File: config.mk
export PLATFORM = sky130hd
export DESIGN_NAME = sram_1rw_arbiter
export DESIGN_NICKNAME = d
export VERILOG_FILES = /design/src/rtl/sram_arb_pkg.sv /design/src/rtl/sram_rr_arb.sv /design/src/rtl/sram_1rw_arbiter.sv
export SDC_FILE = /design/constraint.sdc
export NUM_CORES = 1
export LEC_CHECK = 0
export CORE_AREA = 2 2 82 53
export CTS_BUF_LIST = sky130_fd_sc_hd__clkbuf_2
export CTS_CLUSTER_SIZE = 40
export DETAILED_ROUTE_END_ITERATION = 10
export DIE_AREA = 0 0 84 55
export HOLD_SLACK_MARGIN = 0.05
export PLACE_DENSITY = 0.82
export SLEW_MARGIN = 20
export SYNTH_ARGS = -nofsm -noshare
export SYNTH_HDL_FRONTEND = slang
export SYNTH_SLANG_ARGS = --single-unit
File: constraint.sdc
create_clock -name clk0 -period 3.93 [get_ports clk0]
set_input_delay 0.393 -clock clk0 [delete_from_list [all_inputs] [get_ports clk0]]
set_output_delay 0.393 -clock clk0 [all_outputs]
set_load 0.01 [all_outputs]
File: src/rtl/sram_arb_pkg.sv
// Shared types and sizes for the single-port SRAM arbiter and its
// round-robin picker.
package sram_arb_pkg;

   typedef enum logic {
      INIT,
      RUN
   } state_e;

   localparam int SRAM_WORDS = 64;
   localparam int SRAM_AW    = 7;
   localparam int DATA_W     = 21;

endpackage

File: src/rtl/sram_rr_arb.sv
// Combinational round-robin picker: the first valid requester at or above
// ptr (wrapping) wins; the pointer register lives in the caller.
module sram_rr_arb #(
   parameter int N_REQ = 2,
   parameter int PTR_W = 1
) (
   input  logic [N_REQ-1:0] valid,
   input  logic [PTR_W-1:0] ptr,
   output logic [N_REQ-1:0] grant,
   output logic [PTR_W-1:0] win
);

   logic [PTR_W-1:0] idx;

   // NOTE: every output gets a default before any conditional assignment,
   // so no path through the block leaves a value held (no latch inferred).
   always_comb begin
      grant = '0;
      win   = '0;
      idx   = '0;
      // Walk offsets downward so the nearest requester to ptr is written last.
      for (int off = N_REQ - 1; off >= 0; off--) begin
         idx = PTR_W'((int'(ptr) + off) % N_REQ);
         if (valid[idx]) win = idx;
      end
      if (|valid) grant[win] = 1'b1;
   end

endmodule

File: src/rtl/sram_1rw_arbiter.sv
// Shares the single RW port of a 64-word SRAM macro between N_REQ requesters,
// zero-filling the array after reset. Define SRAM_ARB_PARITY_EN to store and check parity in bit DATA_W.
module sram_1rw_arbiter #(
   parameter int N_REQ   = 2,
   parameter int DATA_W  = sram_arb_pkg::DATA_W,
   parameter int ADDR_W  = 6,
   parameter int SRAM_AW = sram_arb_pkg::SRAM_AW
) (
   input  logic                    clk0,
   input  logic                    rstb0,
   input  logic [N_REQ-1:0]        req_valid,
   output logic [N_REQ-1:0]        req_ready,
   input  logic [N_REQ-1:0]        req_we,
   input  logic [N_REQ*ADDR_W-1:0] req_addr,
   input  logic [N_REQ*DATA_W-1:0] req_wdata,
   output logic [N_REQ-1:0]        rsp_valid,
   output logic [DATA_W-1:0]       rsp_rdata,
   output logic                    rsp_err,
   output logic                    init_done,
   output logic                    csb0,
   output logic                    web0,
   output logic                    spare_wen0,
   output logic [SRAM_AW-1:0]      addr0,
   output logic [DATA_W:0]         din0,
   input  logic [DATA_W:0]         dout0
);
   import sram_arb_pkg::*;

   localparam int PTR_W = (N_REQ > 1) ? $clog2(N_REQ) : 1;
`ifdef SRAM_ARB_PARITY_EN
   localparam logic PAR_EN = 1'b1;
`else
   localparam logic PAR_EN = 1'b0;
`endif

   state_e            state_q, state_d;
   logic [ADDR_W-1:0] init_cnt_q, init_cnt_d;
   logic [PTR_W-1:0]  rr_ptr_q, rr_ptr_d;
   logic [N_REQ-1:0]  rsp_valid_q, rsp_valid_d;

   logic [N_REQ-1:0]  grant;
   logic [PTR_W-1:0]  win;
   logic [ADDR_W-1:0] addr_a  [N_REQ];
   logic [DATA_W-1:0] wdata_a [N_REQ];

   logic               csb_c, web_c, spare_c, win_we;
   logic [SRAM_AW-1:0] addr_c;
   logic [DATA_W:0]    din_c;

   for (genvar g = 0; g < N_REQ; g++) begin : g_unpack
      assign addr_a[g]  = req_addr[g*ADDR_W +: ADDR_W];
      assign wdata_a[g] = req_wdata[g*DATA_W +: DATA_W];
   end

   sram_rr_arb #(
      .N_REQ (N_REQ),
      .PTR_W (PTR_W)
   ) u_rr_arb (
      .valid (req_valid),
      .ptr   (rr_ptr_q),
      .grant (grant),
      .win   (win)
   );

   assign win_we = req_we[win];

   always_comb begin
      state_d     = state_q;
      init_cnt_d  = init_cnt_q;
      rr_ptr_d    = rr_ptr_q;
      rsp_valid_d = '0;
      req_ready   = '0;
      csb_c       = 1'b1;
      web_c       = 1'b1;
      spare_c     = 1'b0;
      addr_c      = '0;
      din_c       = '0;
      case (state_q)
         INIT: begin
            csb_c      = 1'b0;
            web_c      = 1'b0;
            spare_c    = PAR_EN;
            addr_c     = SRAM_AW'(init_cnt_q);
            init_cnt_d = init_cnt_q + 1'b1;
            if (init_cnt_q == ADDR_W'(SRAM_WORDS - 1)) state_d = RUN;
         end
         RUN: begin
            if (|req_valid) begin
               req_ready           = grant;
               csb_c               = 1'b0;
               web_c               = ~win_we;
               spare_c             = PAR_EN & win_we;
               addr_c              = SRAM_AW'(addr_a[win]);
               din_c[DATA_W-1:0]   = wdata_a[win];
               din_c[DATA_W]       = PAR_EN & (^wdata_a[win]);
               rsp_valid_d         = win_we ? '0 : grant;
               rr_ptr_d            = (int'(win) == N_REQ - 1) ? '0 : win + 1'b1;
            end
         end
         default: state_d = INIT;
      endcase
   end

   // NOTE: state registers use non-blocking assignments so every flop samples
   // the pre-edge values regardless of block evaluation order.
   always_ff @(posedge clk0 or negedge rstb0) begin
      if (!rstb0) begin
         state_q     <= INIT;
         init_cnt_q  <= '0;
         rr_ptr_q    <= '0;
         rsp_valid_q <= '0;
      end else begin
         state_q     <= state_d;
         init_cnt_q  <= init_cnt_d;
         rr_ptr_q    <= rr_ptr_d;
         rsp_valid_q <= rsp_valid_d;
      end
   end

   // The reset state is INIT, which would enable the macro, so reset itself
   // forces the chip select and write enable inactive.
   assign csb0       = csb_c | ~rstb0;
   assign web0       = web_c | ~rstb0;
   assign spare_wen0 = spare_c & rstb0;
   assign addr0      = addr_c;
   assign din0       = din_c;

   assign init_done  = (state_q == RUN);
   assign rsp_valid  = rsp_valid_q;
   assign rsp_rdata  = dout0[DATA_W-1:0];

`ifdef SRAM_ARB_PARITY_EN
   assign rsp_err = (|rsp_valid_q) & (^dout0);
`else
   logic unused_dout_par;
   assign unused_dout_par = dout0[DATA_W];
   assign rsp_err = 1'b0;
`endif

endmodule

# [Word-level counts from Yosys, hierarchy flattened]
# Cells that the tools add are included.
[totals] regBits=10 in_bits=82 elab_cells=54
[op_classes] n_addsub=3 n_lt_le_gt_ge=5 eq_ne=1 mux=32 bitwise_logic=6 n_reduce_logical=3
[ops] op="21-bit 2-to-1 mux" count=5
[ops] op="6-bit 2-to-1 mux" count=4
[ops] op="1-bit 2-to-1 mux" count=14
[ops] op="7-bit one-hot mux with 2 select lines" count=1
[ops] op="2-bit 2-to-1 mux" count=5
[ops] op="6-bit by 1-bit adder with 6-bit output (second input constant)" count=1
[ops] op="6-bit equality test (second input constant)" count=1
[ops] op="1-bit by 2-bit < comparator with 1-bit output (second input constant)" count=3
[ops] op="1-bit one-hot mux with 2 select lines" count=2
[ops] op="1-bit inverter" count=3
[ops] op="1-bit adder (second input constant)" count=2
[ops] op="2-bit >= comparator (second input constant)" count=1
[ops] op="1-bit inverter with 2-bit output" count=1
[ops] op="1-bit bitwise OR" count=2
[ops] op="2-bit AND reduction" count=1
[ops] op="2-bit OR reduction" count=1
[ops] op="1-bit demux with 1-bit select" count=1
[ops] op="1-bit >= comparator (second input constant)" count=1
[ops] op="1-bit logical AND" count=1

# [Logic depth before layout (Yosys ltp)]
[logic_depth] depth_word=12 depth_mapped=5

# [By module]
# From an unflattened synthesis, not the netlist that was laid out.
[unflattened] hier_cells=131 area_unflattened_um2=1174.9
[by_module_without_submodules] module="sram_1rw_arbiter" instances=1 cells_each=127 area_per_inst_um2=1148.6 seq_area_each_um2=250.2
[by_module_without_submodules] module="sram_rr_arb" instances=1 cells_each=4 area_per_inst_um2=26.3 seq_area_each_um2=0.0

# [Worst setup path after synthesis]
# Ideal clock, no wire load.
[synth_path] path_type="reg-to-output" start="reg rr_ptr_q" end="out din0[10]" t_arrival_ns=1.223 required_ns=3.537 setup_slack_ns=2.314 stages_incl_launch_ff=6 path_cell_list="dfrtp_1 > nand2b_1 > and3_1 > buf_6 > buf_4 > a22o_1"
[synth_via] elab_chain_len=11 word_cells_on_any_way=13
[synth_rtl] item="start, declared" line_no="sram_1rw_arbiter.sv:38" text="logic [PTR_W-1:0] rr_ptr_q, rr_ptr_d;"
[synth_rtl] item="start signal, assigned" line_no="sram_1rw_arbiter.sv:115" text="rr_ptr_q <= rr_ptr_d;"
[synth_rtl] item="1-bit adder" line_no="sram_rr_arb.sv:23" text="idx = PTR_W'((int'(ptr) + off) % N_REQ);"
[synth_rtl] item="1-bit 2-to-1 mux (implied by the code) (2 in a row)" line_no="sram_rr_arb.sv:24" text="if (valid[idx]) win = idx;"
[synth_rtl] item="1-bit 2-to-1 mux" line_no="sram_rr_arb.sv:24"
[synth_rtl] item="1-bit 2-to-1 mux (*)" line_no="sram_rr_arb.sv:24"
[synth_rtl] item="1-bit inverter with 2-bit output (*)"
[synth_rtl] item="21-bit 2-to-1 mux (*) (3 in a row)"
[synth_rtl] item="21-bit 2-to-1 mux (*)" line_no="sram_1rw_arbiter.sv:88" text="if (|req_valid) begin"
[synth_rtl] item="21-bit 2-to-1 mux (*)" line_no="sram_1rw_arbiter.sv:78" text="case (state_q)"
[synth_rtl] item="end, declared" line_no="sram_1rw_arbiter.sv:24" text="output logic [DATA_W:0] din0,"
# Mark *: on every way between the ends. The rest lies on a longest branch, timed or not. The select of a mux whose other input is x is not followed.

# [Worst setup path after layout]
[layout_path] start="in req_valid[1]" end="out din0[17]"
[layout_via] elab_chain_len=10 word_cells_on_any_way=13
[layout_rtl] item="start, declared" line_no="sram_1rw_arbiter.sv:11" text="input logic [N_REQ-1:0] req_valid,"
[layout_rtl] item="1-bit 2-to-1 mux (implied by the code) (2 in a row)" line_no="sram_rr_arb.sv:24"
[layout_rtl] item="1-bit 2-to-1 mux (2 in a row)" line_no="sram_rr_arb.sv:24"
[layout_rtl] item="1-bit inverter with 2-bit output"
[layout_rtl] item="21-bit 2-to-1 mux (3 in a row)"
[layout_rtl] item="21-bit 2-to-1 mux (*)" line_no="sram_1rw_arbiter.sv:88"
[layout_rtl] item="21-bit 2-to-1 mux (*)" line_no="sram_1rw_arbiter.sv:78"
# Marked as above.

==> impl_metrics.tcl <==
set metrics [dict create \
    criticalPathCategory "input pin to output pin" \
    seqPwrFrac 0.443 \
    clkLatencyLatePin_ps 270 \
    htree_levels 1 \
    combPwrFrac 0.298 \
    die_w_um 84 \
    fin_total_pwr_mw 0.2322 \
    ant_nets 0 \
    post_cts_buffers 0 \
    peakVddDrop_uv 108.0 \
    post-route-min-period_ps 2960 \
    die_y_um 55 \
    yosysMostFrequentCell "buf_4" \
    fin_skew_ps 0.3047 \
    dpl_cell_area_um2 1743 \
    grt_max_degree 18 \
    switchingPower_mw 0.05360 \
    gp_congestion 0.7504 \
    syn_inst 106 \
    final.setup.tns_ps 0 \
    avgRoutedWirePerCell_um 13.82 \
    fmax_ghz 0.3378 \
    crit_required_ps 3540 \
    drt_iter0_markers 10 \
    avgSynthCellArea_um2 9.183 \
    crit_fanout 15 \
    grt_pass1_wl_um 4533 \
    port_buffers 93 \
    netlist.area_leader.share 0.2571 \
    drive_gt1_frac 0.02841 \
    slew_headroom 0.6209 \
    track_usage 0.1272 \
    status "finished clean" \
    switching_share 0.2308 \
    seq_area_frac_synth 0.2571 \
    layout.nets 260 \
    async_flop_share 1.000 \
    drt-total-wl_um 3123 \
    synthDistinctLibCells 26 \
    clock_sinks 10 \
    grt_pass1_vias 944 \
    drt_pre_antenna_iters 4 \
    yosys_warnings 0 \
    crit_path_start_kind "input pin" \
    max_cap_viol_count 0 \
    ctsRootBufferMaster "clkbuf_2" \
    post-route-drc-count 0 \
    cts_tree "done" \
    cts_resized 0 \
    synth_seq_cells 10 \
    synth_edf_count 0 \
    cts_buffers 3 \
    hold_violations 0 \
    finalMaxSlewViolations 0 \
    stdcell_count 226 \
    core_area_um2 3896 \
    syn_to_final_growth_pct 80.98 \
    worstMarginPinSlew_ps 568.6 \
    hp-class "input pin to asynchronous set/reset pin" \
    p_int_mw 0.1786 \
    pwr-share-clk 0.259 \
    power_leakage_nw 0.6815 \
    start_util 0.2498 \
    n_fill_cell 365 \
    synth_common_cells "buf_4 (26), a22o_1 (21), dfrtp_1 (10)" \
    netlist_top_cells_area "dfrtp_1 (26%), buf_4 (20%), a22o_1 (19%)" \
    synth_area_leader_cell "dfrtp_1" \
    gr-total-overflow 0 \
    clockBufferDepth 2 \
    diodes 0 \
    fin_area_um2 1762 \
    synth_area_um2 973.4 \
    setup_viol 0 \
    p_per_area_nw_per_um2 131.8 \
    synth_flop_cell "dfrtp_1" \
    vias 1029 \
    finalCritPeriodShare 0.7533 \
    fp.dieArea_um2 4620 \
    numPlacedInstances 222 \
    clkTransAtPathRegs_ps 100 \
    cp-end-kind "output pin" \
    cts_hold_buf 0 \
    vias_per_cell 4.553 \
    antenna_found_initial 0 \
    rows 18 \
    critPathArrivalTime_ps 2570 \
    dp_hpwl_um 2520 \
    rsz0062_at_grt "no" \
    io_pins 141 \
]
registers in the layout, indices dropped and copies added, names as in the netlist:
name,count
init_done,1
rsp_valid,2
rr_ptr_q,1
init_cnt_q,6
critical path, cell delays in order:
cell and delay [ps]:
clkdlybuf4s50_1 500, nand2_1 130, and3_1 530, buf_4 310, a22o_1 170, clkdlybuf4s50_1 540
layout make-up:
| cell class | instances | area (um2) | share of cell area |
|---|---|---|---|
| Tap cell | 50 | 62.56 | 0.03551 |
| Sequential cell | 10 | 250.2 | 0.1420 |
| Timing Repair Buffer | 95 | 945.9 | 0.5369 |
| Multi-Input combinational cell | 65 | 476.7 | 0.2706 |
| Clock inverter | 1 | 3.754 | 0.002131 |
| Clock buffer | 3 | 15.01 | 0.008523 |
| Inverter | 2 | 7.507 | 0.004261 |
routing by layer:
layer / global-route usage / share of wire
met5: 0 / 0
met4: 0.04032 / 0.0086
met3: 0.05341 / 0.092
met2: 0.2080 / 0.45
met1: 0.1563 / 0.45
layout by cell type (no fill, tap or decap), types with 2 or more instances in the layout:
master,n
a21oi_1,2
a221o_1,5
a22o_1,21
a31oi_1,2
and3_1,2
buf_4,2
clkbuf_2,3
clkdlybuf4s50_1,93
conb_1,4
dfrtp_1,10
inv_1,2
nand2_1,4
nand3_1,3
nor2_1,2
nor2b_1,6
xnor2_1,4
stage by stage:
stage	hold slack (ps)	setup WS [ps]	utilization
finish	447.2	969.5	0.4522
global route	477.2	801.7	0.4522
floorplan	97.41	2314	-
CTS	453.9	922.7	0.4522
detailed placement	511.5	955.5	0.4473
global placement	482.7	971.9	0.4473
power groups by stage:
stage	Clock, mW	Sequential (mW)	Combinational (mW)
finish	0.0602	0.103	0.0692
global route	0.0676	0.103	0.0741
CTS	0.0624	0.103	0.0696
detailed placement	0	0.105	0.0693
global placement	0	0.105	0.0682
floorplan	0	0.105	0.0294
path summary, 6_finish.rpt:
kind	to	start	depth (start not counted)	slack, ps
setup / recovery	din0[17]	req_valid[1]	6	970
hold / removal	init_cnt_q[1]	rstb0	1	450
setup reg to reg	rsp_valid[1]	init_done	3	2140
hold reg to reg	init_cnt_q[5]	init_cnt_q[5]	1	530
max in group asynchronous	rsp_valid[0]	rstb0	1	3150
min in group clk0	init_cnt_q[5]	init_cnt_q[5]	1	530
logic make-up after synthesis:
group           share of synthesized area
compound gates                     0.2931
xor+xnor                          0.04499
fa+ha+maj                         0.01285
buf+inv                            0.2648
flops                              0.2571
mux                               0.01157
other cells                      0.003852
simple gates                       0.1118
Power figures use the tool's default switching activity.
